[src/rtl/switch_port.sv]
// Memory-mapped switch input port: 2-flop sync, shared-counter debounce, change/overrun status.
// Define SWITCH_PORT_IRQ_EN to drive the registered change-pending interrupt; otherwise irq is tied low.
module switch_port #(
  parameter int SW_W            = 16,
  parameter int DEBOUNCE_CYCLES = 50000,
  parameter int CNT_W           = 16
) (
  input  logic            clk,
  input  logic            rst,
  input  logic            cs,
  input  logic            rd,
  input  logic            addr_sel,
  input  logic [SW_W-1:0] sw,
  output logic [31:0]     rdata,
  output logic            irq
);

  localparam logic STATE_IDLE  = 1'b0;
  localparam logic STATE_COUNT = 1'b1;
  localparam logic [CNT_W-1:0] CNT_MAX = CNT_W'(DEBOUNCE_CYCLES - 1);

  logic             state;
  logic [CNT_W-1:0] cnt;
  logic [SW_W-1:0]  s1, s2, stable, chg, chg_next;
  logic             ovr, ovr_next;
  logic             pending, accept, status_rd, differs;

  assign differs   = (s2 != stable);
  assign pending   = |chg;
  assign status_rd = cs & rd & addr_sel;
  assign accept    = (state == STATE_COUNT) && differs && (cnt == CNT_MAX);

  // An accept on the status-read edge restarts the change mask instead of merging into it.
  always_comb begin
    chg_next = chg;
    ovr_next = ovr;
    if (status_rd) begin
      chg_next = '0;
      ovr_next = 1'b0;
    end
    if (accept) begin
      if (status_rd) begin
        chg_next = stable ^ s2;
      end else begin
        chg_next = chg | (stable ^ s2);
        ovr_next = ovr | pending;
      end
    end
  end

  always_ff @(posedge clk) begin
    if (rst) begin
      s1     <= '0;
      s2     <= '0;
      stable <= '0;
      chg    <= '0;
      ovr    <= 1'b0;
      cnt    <= '0;
      state  <= STATE_IDLE;
    end else begin
      s1  <= sw;
      s2  <= s1;
      chg <= chg_next;
      ovr <= ovr_next;
      case (state)
        STATE_IDLE: begin
          if (differs) begin
            state <= STATE_COUNT;
            cnt   <= CNT_W'(1);
          end else begin
            cnt <= '0;
          end
        end
        default: begin
          if (!differs) begin
            state <= STATE_IDLE;
            cnt   <= '0;
          end else if (cnt == CNT_MAX) begin
            stable <= s2;
            state  <= STATE_IDLE;
            cnt    <= '0;
          end else begin
            cnt <= cnt + CNT_W'(1);
          end
        end
      endcase
    end
  end

  always_comb begin
    rdata = '0;
    if (cs && rd) begin
      if (addr_sel) rdata = {16'(chg), 14'b0, ovr, pending};
      else          rdata = 32'(stable);
    end
  end

`ifdef SWITCH_PORT_IRQ_EN
  always_ff @(posedge clk) begin
    if (rst) irq <= 1'b0;
    else     irq <= |chg_next;
  end
`else
  assign irq = 1'b0;
`endif

endmodule

[config.mk]
export PLATFORM = sky130hd
export DESIGN_NAME = switch_port
export DESIGN_NICKNAME = d
export VERILOG_FILES = /design/src/rtl/switch_port.sv
export SDC_FILE = /design/constraint.sdc
export NUM_CORES = 1
export LEC_CHECK = 0
export CORE_UTILIZATION = 35
export DETAILED_ROUTE_END_ITERATION = 8
export SYNTH_ARGS = -nofsm -noshare
export SYNTH_HDL_FRONTEND = slang
export SYNTH_SLANG_ARGS = --single-unit
[constraint.sdc]
create_clock -name clk -period 2.3 [get_ports clk]
set_input_delay 0.23 -clock clk [delete_from_list [all_inputs] [get_ports clk]]
set_output_delay 0.23 -clock clk [all_outputs]
set_load 0.05 [all_outputs]
==> run summary <==
The hold buffer count at cts came out at 0. For met2 alone, demand over resource in global routing was 0.202. Headroom to the max-slew limit came out at 0.315.

The maximum VDD drop is 0.000320 V. Of all nets on the critical path, the largest fanout is 17. The worst setup path is launched from a flop. The largest net degree at the start of global routing is 33. After floorplanning, the core was sized to cover 8890 µm². The layout-stage area growth over the synthesis result came out at 34.0%. Buffers inserted during clock tree synthesis total 9. The average size of a mapped cell came out at 9.48 µm².

The global-route congestion overflow total is 0. Of the cells placed in the final design, the portion with a size suffix greater than 1 is 0.156. The average via count per standard cell came out at 4.57.

The total track usage is 0.132. The max-slew violation count is 0. In the finished design, the share of the clock period the worst path needs comes to 0.934. The number of H-tree branching levels came out at 3. The required time of the worst setup path came out at 2.58 ns. The wire length after detailed routing is 6020 µm.

The die span in x is 98.7 µm. The number of DRC markers in iteration 0 came out at 50. The cell count after synthesis came out at 345. The number of instances resized during post-cts repair is 0. The y dimension of the die came out at 98.7 µm. Setup repair after global routing left no endpoint under its margin. The floorplan has 34 rows. The hold violation total from the final report came to 0. Input and output buffers added on the ports amount to 52. The via count of the first global-routing pass came out at 2140. The area taken by flip-flops and latches came out at 1640 µm².

met2 is the most crowded layer. The length of the first detailed-routing pass in iterations is 4. The library cell used most frequently in the layout, excluding fill and tap cells, is dfxtp_1.

For this design the ratio of total power to cell area is 619 nW/µm². The number of nets at the end of the flow is 420. In this run the cell area of the synthesized design comes to 3270 µm². The first-pass GRT wire length is 9940 µm. Setup slack on the critical path of the routed design comes to 0.151 ns. The clock period minus worst slack is 2.15 ns. In this run the post-CTS setup repair buffer count came out at 0.

The post-detailed-route wirelength per cell is 11.8 µm. The initial antenna violation count came to 0. The residual DRC count came out at 0. The CTS root buffer is clkbuf_8. The starting density of the core came out at 0.368. The routed layout has 2335 vias. The area of combinational cells with multiple inputs is 1520 µm².

The number of distinct library cell variants in the gate-level netlist after synthesis came out at 36. In this run the worst hold path is classified as input port to flop. The synthesized netlist net count is 367.

In the layout the commonest cells are dfxtp_1 (82), nand2_1 (54), nor2b_1 (32), and2_1 (30), buf_12 (30). The total of flip-flops plus latches after synthesis is 82. The max-cap violation count is 0. Setup violations remaining at the end of the flow were counted as 0. The area of the die came out at 9740 µm².

The sequential element share of the synthesized area came out at 0.502. The routability-driven placement congestion ratio is 0.838. The design draws 2.72 mW. The flow ran to the end, and the final reports show no timing, DRC or antenna violations. The clock transition at the registers of the reported paths came out at 0.09 ns. The number of fillers in the final layout is 798. The data arrival time of the critical path came out at 2.43 ns. The total I/O pin count is 54.

For met3 alone, demand over resource in global routing was 0.0376. The worst setup path category is flop to flop. The post-route antenna net violation count came out at 0. Summed over all failing endpoints, the final setup total negative slack is 0 ns. The slew at the pin closest to its max-slew limit is 1.02 ns. At the placement stage, the worst setup path has a slack of 0.125 ns. The maximum root-to-sink buffer count is 2.

TritonCTS built the clock tree. The nature of the critical path endpoint is a flop. The met1 track demand over resource came out at 0.169. The number of warning messages in the yosys log is 0. The number of sinks on the clock net is 82. The setup skew after layout came out at 0.0168 ns. The detailed placement HPWL came out at 4530 µm.

Based on the critical path, the design can be clocked at up to 0.465 GHz. The cell leakage power is 1.56 nW. The clock insertion delay at the later pin of the skew report came out at 0.36 ns. 0 antenna diodes ended up in the layout.
[kinds of logic (layout without fill, tap and decap cells)]
family	Yosys count	count (layout)	share of synthesized area
XOR/XNOR	30	30	0.0803
adder cells (fa/ha/maj)	1	1	0.00382
buffers and inverters	19	77	0.0337
multiplexers	17	17	0.0520
flip-flops	82	82	0.502
AND/OR/NAND/NOR	175	175	0.291
AO/OA/AOI/OAI	20	20	0.0359
other	1	1	0.00115
[final timing paths]
check	from	end	slack (ns)	cells after the start
setup reg to reg	cnt[0]$_SDFF_PP0_	stable[8]$_SDFFE_PP0P_	0.15	5
setup / recovery	cnt[0]$_SDFF_PP0_	stable[8]$_SDFFE_PP0P_	0.15	5
hold / removal	sw[3]	s1[3]$_SDFF_PP0_	0.41	2
hold reg to reg	s1[13]$_SDFF_PP0_	s2[13]$_SDFF_PP0_	0.44	1
[metrics by stage]
step	cell area [µm²]	hold slack, ns	utilization	instances
floorplan	3270	0.358	-	345
global placement	4170	0.419	0.469	495
detailed placement	4170	0.423	0.469	495
CTS	4390	0.390	0.493	511
global route	4390	0.395	0.493	511
finish	4390	0.412	0.493	511
[cell type report]
| type | instances | share of cell area |
|---|---|---|
| Clock buffer | 9 | 0.0282 |
| Clock inverter | 7 | 0.0211 |
| Inverter | 3 | 0.00257 |
| Multi-Input combinational cell | 244 | 0.347 |
| Sequential cell | 82 | 0.374 |
| Tap cell | 108 | 0.0308 |
| Timing Repair Buffer | 58 | 0.196 |
[cells in the mapped netlist]
master	n	area, µm²
nand2_1	54	203
buf_6	2	22.5
or3_4	1	11.3
conb_1	1	3.75
nand4_4	1	21.3
xor2_1	6	52.6
and2_1	30	188
nor3_2	1	10.0
nor2b_1	32	200
nor3b_2	1	12.5
or3b_1	1	8.76
or2b_1	1	7.51
nor2_1	24	90.1
and4_1	1	8.76
buf_4	2	15.0
nand3_1	8	40.0
and3_1	3	18.8
a22o_1	1	8.76
nand4_1	6	37.5
mux2i_1	17	170
nor4_2	1	12.5
nor3_4	1	16.3
dfxtp_1	82	1640
inv_1	2	7.51
clkbuf_1	11	41.3
nor4_4	1	21.3
a21oi_1	1	5.00
buf_12	1	20.0
o41ai_2	1	16.3
inv_2	1	3.75
a211oi_1	1	7.51
nor4_1	5	31.3
ha_1	1	12.5
xnor2_1	24	210
o21ai_1	16	80.1
nor3_1	3	15.0
[routing by layer]
metal | routed length, µm | part of all wire
met1 | 2990 | 0.50
met2 | 2640 | 0.44
met3 | 265 | 0.044
met4 | 125 | 0.021
met5 | 0 | 0
[state kept, by name, summed over array words and instances (netlist names)]
signal,cells
s1,16
cnt,16
state,1
s2,16
chg,16
ovr,1
stable,16
[report_power, final]
part           internal (mW)  total (mW)  leakage [nW]  switching [mW]
sequential              1.45        1.46         0.668          0.0144
clock                  0.534        1.11         0.110           0.574
combinational         0.0687       0.145         0.784          0.0765
[worst max-delay path, cell delays in order (launching register included)]
cell	delay, ns
dfxtp_1	0.38
ha_1	0.18
and3_1	0.24
nand4_4	0.15
nor3_4	0.85
mux2i_1	0.28
No activity file was read; power rests on OpenSTA's default activity.
